File: config.mk
export PLATFORM = sky130hd
export DESIGN_NAME = cc_miss_handler
export DESIGN_NICKNAME = d
export VERILOG_FILES = /design/src/rtl/cc_miss_handler.sv
export SDC_FILE = /design/constraint.sdc
export NUM_CORES = 1
export LEC_CHECK = 0
export CORE_MARGIN = 5
export CORE_UTILIZATION = 32
export CTS_BUF_LIST = sky130_fd_sc_hd__clkbuf_2
export DETAILED_ROUTE_END_ITERATION = 6
export PLACE_DENSITY = 0.93
export REMOVE_ABC_BUFFERS = 1
export SETUP_SLACK_MARGIN = 0.2
export SYNTH_ARGS = -nofsm -noshare
export SYNTH_HDL_FRONTEND = slang
export SYNTH_SLANG_ARGS = --single-unit
export TNS_END_PERCENT = 10
File: constraint.sdc
create_clock -name clk -period 1.41 [get_ports clk]
set_input_delay 0.3525 -clock clk [delete_from_list [all_inputs] [get_ports clk]]
set_output_delay 0.3525 -clock clk [all_outputs]
set_load 0.03 [all_outputs]
File: src/rtl/cc_miss_handler.sv
// cc_miss_handler: single-outstanding cache line fill engine (AR request, 8-beat fill, tag update).
module cc_miss_handler (
    input  logic        clk,
    input  logic        rst,
    input  logic        miss_i,
    input  logic [16:0] tag_i,
    input  logic [8:0]  index_i,
    input  logic [5:0]  offset_i,
    output logic        mem_arvalid_o,
    output logic [31:0] mem_araddr_o,
    input  logic        mem_arready_i,
    input  logic        mem_rvalid_i,
    input  logic [63:0] mem_rdata_i,
    input  logic        mem_rlast_i,
    output logic        mem_rready_o,
    output logic        data_wren_o,
    output logic [11:0] data_waddr_o,
    output logic [63:0] data_wdata_o,
    output logic        tag_wren_o,
    output logic [8:0]  tag_waddr_o,
    output logic [17:0] tag_wdata_o,
    output logic        rvalid_o,
    output logic [63:0] rdata_o,
    output logic        busy_o,
    output logic        fill_done_o,
    output logic        err_o
);
    typedef enum logic [1:0] {IDLE, REQ, FILL, UPDATE} state_t;

    state_t      r_state, w_next;
    logic [16:0] r_tag;
    logic [8:0]  r_index;
    logic [2:0]  r_crit;
    logic [2:0]  r_beat;
    logic        r_err;
    logic        w_beat;
    logic        w_unused;

    assign w_unused = ^offset_i[2:0];
    assign w_beat   = (r_state == FILL) && mem_rvalid_i;

    always_comb begin
        w_next = r_state;
        case (r_state)
            IDLE:    w_next = miss_i ? REQ : IDLE;
            REQ:     w_next = mem_arready_i ? FILL : REQ;
            FILL:    w_next = (w_beat && r_beat == 3'd7) ? UPDATE : FILL;
            default: w_next = IDLE;
        endcase
    end

    always_ff @(posedge clk) begin
        if (rst) begin
            r_state <= IDLE;
            r_tag   <= '0;
            r_index <= '0;
            r_crit  <= '0;
            r_beat  <= '0;
            r_err   <= 1'b0;
        end else begin
            r_state <= w_next;
            if (r_state == IDLE && miss_i) begin
                r_tag   <= tag_i;
                r_index <= index_i;
                r_crit  <= offset_i[5:3];
            end
            // counter wraps 7->0, so each fill starts at beat 0
            if (w_beat) r_beat <= r_beat + 3'd1;
            if (w_beat && (mem_rlast_i != (r_beat == 3'd7))) r_err <= 1'b1;
        end
    end

    // data outputs are forced to 0 with their strobes so reset leaves every output low
    assign mem_arvalid_o = (r_state == REQ);
    assign mem_araddr_o  = mem_arvalid_o ? {r_tag, r_index, 6'b0} : '0;
    assign mem_rready_o  = (r_state == FILL);
    assign data_wren_o   = w_beat;
    assign data_waddr_o  = w_beat ? {r_index, r_beat} : '0;
    assign data_wdata_o  = w_beat ? mem_rdata_i : '0;
    assign rvalid_o      = w_beat && (r_beat == r_crit);
    assign rdata_o       = rvalid_o ? mem_rdata_i : '0;
    assign tag_wren_o    = (r_state == UPDATE);
    assign tag_waddr_o   = tag_wren_o ? r_index : '0;
    assign tag_wdata_o   = tag_wren_o ? {1'b1, r_tag} : '0;
    assign fill_done_o   = tag_wren_o;
    assign busy_o        = (r_state != IDLE);
    assign err_o         = r_err;
endmodule

; Yosys cells after proc, flatten, opt, wreduce, memory -nomap -nowiden
; Cells that the tools add are included.
[word_totals]
out_inout_bits = 207
inputBits = 102
elab_cells = 30
ff_bits = 35
[op_classes]
muxes = 10
eq_ne = 6
n_reduce_logical = 7
add_sub_neg = 1
[ops]
columns = op, n
row1 = $mux 64, 2
row2 = $mux 32, 1
row3 = $mux 18, 1
row4 = $mux 12, 1
row5 = $mux 9, 1
row6 = $pmux 2 s3, 1
row7 = $logic_and 1x1->1, 5
row8 = $eq 2x2->1 const B, 2
row9 = $add 3x1->3 const B, 1
row10 = $eq 3x3->1, 1
row11 = $eq 3x3->1 const B, 1
row12 = $eq 2x1->1 const B, 1
row13 = $logic_not 2->1, 1
row14 = $mux 1, 2
row15 = $mux 2, 1
row16 = $reduce_bool 2->1, 1
row17 = $ne 1x1->1, 1

; Longest topological paths before layout
; Gate-level depths: netlist of the first run.
[logic_depth]
depth_word = 5
depth_mapped = 5

; Least setup slack after synthesis of the first run
; OpenSTA, ideal clock, no wires.
[synth_timing]
path_kind = register -> output
from = register r_beat[1]
to = output rdata_o[10]
t_arrival_ns = 1.686
n_path_buf = 1
path_stages_with_launch = 4
required_time_ns = 1.058
setup_slack_ns = -0.628
cell_sequence = dfxtp_1 -> xor2_1 -> clkbuf_1 -> nor4_1
[synth_between]
elab_chain_len = 3
[synth_rtl]
columns = element, line
row1 = "start, declared", 34  ; logic [2:0] r_beat;
row2 = "start signal, assigned", 68  ; if (w_beat) r_beat <= r_beat + 3'd1;
row3 = $eq 3x3->1, 80  ; assign rvalid_o = w_beat && (r_beat == r_crit);
row4 = $logic_and 1x1->1, 80
row5 = $mux 64, 81  ; assign rdata_o = rvalid_o ? mem_rdata_i : '0;
row6 = "end, declared", 23  ; output logic [63:0] rdata_o,
; No other way between the ends.

; Worst setup path after layout of the first run
[layout_timing]
from = register r_state[1]
to = output rdata_o[10]
[layout_between]
elab_chain_len = 4
[layout_rtl]
columns = element, line
row1 = "start, declared", 30  ; state_t r_state, w_next;
row2 = "start signal, assigned", 61  ; r_state <= w_next;
row3 = $eq 2x2->1, 40  ; assign w_beat = (r_state == FILL) && mem_rvalid_i;
row4 = $logic_and 1x1->1, 40
row5 = $logic_and 1x1->1, 80
row6 = $mux 64, 81
; No other way between the ends.

==> summary.md, run 1 <==
| Metric | Value |
|---|---|
| Status | finished, violations left |
| Failing checks | setup timing |
| Die Width | 121 microns |
| Antenna diodes | 0 |
| DRC Markers | 0 |
| Die area | 14700 sq um |
| Worst skew pair latency | 0.40 ns |
| Post-synthesis sequential area ratio | 0.176 |
| Row Count | 40 |
| RePlAce Congestion | 0.855 |
| Crit end category | output port |
| Logic pwr share | 0.542 |
| CTS Buffer Depth | 2 |
| Fin. Hold Viols | 0 |
| Maximum Capacitance Violations | 0 |
| Power per cell area | 456 nW/um^2 |
| Warnings from Yosys | 0 |
| Vias | 5230 |
| H-tree depth | 2 |
| Critical path required time | 1.06 ns |
| 1st-pass router iterations | 5 |
| Root buffer cell | clkbuf_2 |
| Antenna violations before repair | 0 |
| Clock transition at path regs | 0.22 ns |
| Critical path class | reg2out |
| Core Area | 12100 sq um |
| Seq cells post-synth | 35 |
| Drt first-iter violations | 334 |
| Worst path arrival time | 1.88 ns |
| Switch Pwr | ~1.5 mW |
| Via density | 5.21 |
| Register area | 729 sq um |
| Reg-to-reg slack, setup | -0.24 ns |
| Setup TNS | -135.21 ns |
| CP Launch Type | flip-flop |
| Fin cells | 1003 |
| Proportion of netlist area held by the largest area contributor | 0.176 |
| Commonest non-fill, non-tap cell in the layout | buf_6 |
| DIE HEIGHT | 121 microns |
| Final setup viols | 231 |
| Final HPWL DP | 13500 microns |
| First-pass GRT wire length | 27700 microns |
| Sequential share of power | 0.287 |
| Placed Cells | roughly 960 |
| Top cells by area, synth | dfxtp_1 (18%), nor4_2 (16%), nand4b_1 (14%) |
| Final ANT Viol Nets | 0 |
| Final instance area | 8780 sq um |
| Fmax | 448 MHz |
| Layout cells sized above 1 | 0.544 |
| Routed Wire Length | 21200 microns |
| Worst Hold Class | in2reg |
| CTS buffer count | 5 |
| Clock sinks | 35 |
| I/O pin count | 309 |
| Netlist cell types | 29 |
| Largest net degree at the start of global routing | 39 |
| Max rail drop VDD | 0.449 mV |
| Clock skew | 0.0138 ns |
| # fillers | a little under 800 |
| Fin nets | 938 |
| PortBufs | 299 |
| Worst setup margin | -0.820 ns |
| Mapped cell area | around 4000 sq um |
| Placed Instance Area | between 7000 and 8000 sq um |
| Setup repair after global routing missed its margin | yes |
| Routed len/inst | 21.1 microns |
| CTS tree | done |
| GRT Resource Usage Total | 0.236 |
| Grt total ovfl | 0 |
| Critical path fanouts, max | 7 |
| Largest area contributor in the netlist | dfxtp_1 |
| Final Util | 0.725 |
| # hold bufs at CTS | 0 |
| Vias in the first global route | 4980 |
| Clock power frac | 0.172 |
| Avg Synthesized Cell Area | 8.20 sq um |
| Leak | between 4 and 5 nW |
| Area of the multi-input gates | around 3000 sq um |
| Post-synthesis instance total | 484 |
| Tcrit/Tclk final | 1.58 |
| Area grow syn2layout | 121% |
| Initial Util | 0.328 |
| Final slew viol count | 0 |
| Internal Dissipation | 2.45 mW |
| Switching portion of total power | 0.387 |
| Tmin final | 2.23 ns |
| WHS | 0.462 ns |
| Most frequent cells in the layout | buf_6 (144), buf_4 (121), clkdlybuf4s50_1 (97) |
==> cells in the mapped netlist <==
master    instances
and3_1           26
nand2b_1         64
nor4_2           50
conb_1            1
nand3b_1          1
o32ai_1           2
inv_1            66
mux2i_1          31
or2_1             2
nor3b_2           1
mux2_1            1
buf_8             1
buf_2            19
nand4b_1         65
ha_1              2
nor4b_2           1
a21oi_1           1
dfxtp_1          35
nor2b_1           1
and3b_1           1
and2b_1           1
and2_1           40
nor4_1           14
clkbuf_1         23
xor2_1            3
buf_4            22
nor2_1            2
buf_6             7
xnor2_1           1
==> flip-flops by register name, summed over array words and instances (netlist names) <==
| register | cells |
|---|---|
| r_beat | 3 |
| r_crit | 3 |
| err_o | 1 |
| r_tag | 17 |
| r_state | 2 |
| r_index | 9 |
==> metrics by stage <==
stage               worst slack [ns]  power [mW]
floorplan                      -4.00        1.87
global placement              -0.424        2.81
detailed placement            -0.437        2.84
CTS                           -0.779        3.70
global route                  -0.935        4.17
finish                        -0.820        4.00
==> layout make-up <==
| type | count | area share |
|---|---|---|
| sequential | 35 | 0.0830 |
| tap | 168 | 0.0239 |
| multi-input combinational | 318 | 0.352 |
| clock inverter | 3 | 0.00484 |
| inverter | 66 | 0.0282 |
| timing repair buffer | 408 | 0.505 |
| clock buffer | 5 | 0.00285 |
==> repair_timing <==
action / CTS / global route
setup buffers: 6 / 19
gates cloned: 3 / 9
pin swaps: 55 / 18
resized for setup: 157 / 115
endpoints found under the setup margin: 235 / 235
==> metal layers <==
metal  GRT usage  routed length (microns)
met5           0                        0
met3      0.0606                     1820
met1       0.261                     7610
met4       0.102                      906
met2       0.423                    10800
==> path summary, 6_finish.rpt <==
check	cells after the start	start	end
hold / removal	3	offset_i[3]	r_crit[0]$_SDFFE_PP0P_
hold reg to reg	2	r_tag[11]$_SDFFE_PP0P_	r_tag[11]$_SDFFE_PP0P_
setup reg to reg	6	r_state[0]$_SDFF_PP0_	r_tag[4]$_SDFFE_PP0P_
setup / recovery	6	r_state[1]$_SDFF_PP0_	rdata_o[10]
==> worst max-delay path, stage by stage (launching register included) <==
cell and delay (ns):
dfxtp_4 0.43, buf_6 0.11, buf_8 0.13, buf_12 0.12, nand4b_1 0.21, nor4_4 0.29, buf_6 0.18
==> power groups by stage <==
stage | Clock, mW | Sequential, mW | Combinational [mW]
finish | 0.688 | 1.15 | 2.17
global route | 0.747 | 1.15 | 2.27
CTS | 0.712 | 1.14 | 1.85
detailed placement | 0 | 1.15 | 1.69
global placement | 0 | 1.15 | 1.66
floorplan | 0 | 1.17 | 0.698
==> logic make-up (layout without fill, tap and decap cells) <==
group / Yosys count / count (layout) / synth area share
multiplexers: 32 / 32 / 0.0810
other: 1 / 6 / 0.000945
AND/OR/NAND/NOR: 269 / 269 / 0.547
XOR/XNOR: 4 / 6 / 0.00883
AO/OA/AOI/OAI: 3 / 3 / 0.00567
flip-flops: 35 / 35 / 0.176
buffers and inverters: 138 / 482 / 0.173
adder cells (fa/ha/maj): 2 / 2 / 0.00630
No activity file was read; power rests on OpenSTA's default activity.
==> inputs of run 2 (changes only) <==
--- a/config.mk
+++ b/config.mk
@@ -12,6 +12,7 @@
 export PLACE_DENSITY = 0.93
 export REMOVE_ABC_BUFFERS = 1
 export SETUP_SLACK_MARGIN = 0.2
+export SKIP_LAST_GASP = 1
 export SYNTH_ARGS = -nofsm -noshare
 export SYNTH_HDL_FRONTEND = slang
 export SYNTH_SLANG_ARGS = --single-unit
==> constraint.sdc (replaced) <==
create_clock -name clk -period 1.41 [get_ports clk]
set_input_delay 0.3525 -clock clk [delete_from_list [all_inputs] [get_ports clk]]
set_output_delay 0.3525 -clock clk [all_outputs]
set_load 0.005 [all_outputs]
==> summary.md, run 2 (synthesis results as in run 1) <==
| Metric | Value |
|---|---|
| Worst setup margin | -0.932 ns |
| Final HPWL DP | 14400 microns |
| Worst path arrival time | 1.99 ns |
| Sequence of cells on the critical path | xor2_4 > buf_12 > buf_12 > nor4_1 > dlygate4sd2_1 |
| I/O pin count | 309 |
| Worst Hold Class | reg2reg |
| Die Width | 121 microns |
| Status | finished, violations left |
| DIE HEIGHT | ~120 microns |
| H-tree depth | 2 |
| # hold bufs at CTS | 0 |
| Root buffer cell | clkbuf_2 |
| Vias | between 5000 and 6000 |
| Max rail drop VDD | 0.613 mV |
| Fin. Hold Viols | 0 |
| Final ANT Viol Nets | 0 |
| Top flop regs | r_tag x17, r_index x9 |
| Die area | 14700 sq um |
| Critical path required time | ~1.1 ns |
| Layout cells sized above 1 | 0.366 |
| Most frequent cells in the layout | clkdlybuf4s50_1 (154), buf_4 (135), dlymetal6s2s_1 (66) |
| Routed len/inst | 21.2 microns |
| Antenna violations before repair | 0 |
| Clock transition at path regs | 0.19 ns |
| CTS Buffer Depth | 2 |
| # fillers | 778 |
| Largest Register | r_tag |
| Final setup viols | 233 |
| Placed Instance Area | 7710 sq um |
| Leak | 5.40 nW |
| Cell mode on critical path | buf_12 |
| Slowest Stage Delay on Critical Path | 0.40 ns |
| Maximum Capacitance Violations | 0 |
| Row Count | 40 |
| Core Area | 12100 sq um |
| Via density | about 5.3 |
| Largest register FFs | 17 |
| Largest net degree at the start of global routing | 49 |
| GRT Resource Usage Total | 0.241 |
| Routed Wire Length | 23000 microns |
| Fmax | 427 MHz |
| Clock sinks | 35 |
| Worst skew pair latency | 0.38 ns |
| Critical path class | reg2out |
| 1st-pass router iterations | 6 |
| Fin cells | 1085 |
| Grt total ovfl | 0 |
| Critical path fanouts, max | 8 |
| Tcrit/Tclk final | 1.66 |
| RePlAce Congestion | 0.872 |
| Commonest non-fill, non-tap cell in the layout | clkdlybuf4s50_1 |
| PortBufs | ~300 |
| DRC Markers | 0 |
| Placed Cells | 969 |
| Final Util | 0.750 |
| Setup repair after global routing missed its margin | yes |
| Antenna diodes | 0 |
| Fin nets | 1020 |
| CTS buffer count | 5 |
| Failing checks | setup timing |
| Crit end category | output port |
| Power per cell area | around 400 nW/um^2 |
| Vias in the first global route | 5056 |
| Final instance area | 9080 sq um |
| Initial Util | 0.328 |
| Crit-path slowest cell | dfxtp_4 |
| CTS tree | done |
| CP Launch Type | flip-flop |
| Drt first-iter violations | between 500 and 600 |
| Area grow syn2layout | 129% |
| Tmin final | 2.34 ns |
| First-pass GRT wire length | between 20000 and 30000 microns |
| Final slew viol count | 0 |
| Clock skew | 0.00657 ns |
## run 2: changes by cell type in the layout (fill, tap and decap cells not counted), sizes merged, moves of 18 or more
cell	before	now
buf	302	224
dlymetal6s2s	0	66
dlygate4sd2	0	19
clkdlybuf4s50	97	154
clkbuf	14	32
## run 2: path summary, 6_finish.rpt
check        depth (start not counted)                   start  slack, ns                endpoint
max                                  5  r_beat[1]$_SDFFE_PP0P_      -0.93              rdata_o[4]
max reg2reg                          6   r_state[1]$_SDFF_PP0_      -0.19  r_tag[14]$_SDFFE_PP0P_
min                                  2      err_o$_SDFFE_PP0P_       0.47      err_o$_SDFFE_PP0P_
min reg2reg                          2      err_o$_SDFFE_PP0P_       0.47      err_o$_SDFFE_PP0P_
## run 2: per-stage QoR
step           TNS [ns]  power (mW)  hold WS, ns  worst slack [ns]
4_1_cts         -171.38        3.37        0.469            -0.944
3_5_place_dp    -121.42        2.70        0.449            -0.937
3_3_place_gp    -118.44        2.66        0.441            -0.900
2_1_floorplan   -412.97        1.67        0.422             -3.34
5_1_grt         -168.22        3.83        0.462            -0.998
6_report        -145.80        3.65        0.473            -0.932
## run 2: where the power goes
group / leakage, nW / total, mW / switching [mW] / internal (mW)
registers: 0.293 / 1.13 / 0.0705 / 1.06
logic: 5.08 / 2.07 / 0.914 / 1.16
clock network: 0.0241 / 0.459 / 0.349 / 0.111
total: 5.40 / 3.65 / 1.33 / 2.32
## run 2: layout make-up
cell class | count | area (sq um) | area share
clock buffer | 5 | 25.0 | 0.00276
tap | 168 | 210 | 0.0232
timing repair buffer | 491 | 4900 | 0.540
inverter | 66 | 248 | 0.0273
sequential | 35 | 728 | 0.0802
clock inverter | 3 | 15.0 | 0.00165
multi-input combinational | 317 | 2950 | 0.325
## run 2: repair_timing
item	CTS	global route
pin swaps	20	33
buffers inserted	30	64
cloned	4	10
gates resized for setup	197	179
setup endpoints to repair	236	236
## run 2: critical path, delay by kind of cell (launching register included)
family	cells	cell delay (ns)
flip-flops	1	0.40
XOR/XNOR	1	0.24
AND/OR/NAND/NOR	1	0.34
buffers and inverters	3	0.62
## run 2: layer usage
| layer | routed length [microns] | global-route usage | up-vias |
|---|---|---|---|
| met4 | 1250 | 0.0798 | 0 |
| met3 | 2150 | 0.0559 | 116 |
| met1 | 8050 | 0.270 | 2694 |
| met2 | 11600 | 0.444 | 419 |
| li1 | - | - | 2524 |
| met5 | 0 | 0 | - |
==> inputs of run 3 (changes only) <==
--- a/config.mk
+++ b/config.mk
@@ -8,6 +8,7 @@
 export CORE_MARGIN = 5
 export CORE_UTILIZATION = 32
 export CTS_BUF_LIST = sky130_fd_sc_hd__clkbuf_2
+export CTS_CLUSTER_SIZE = 12
 export DETAILED_ROUTE_END_ITERATION = 6
 export PLACE_DENSITY = 0.93
 export REMOVE_ABC_BUFFERS = 1
==> results of run 3 <==
Same layout as run 2: the final DEF is identical, and so are final timing and power.
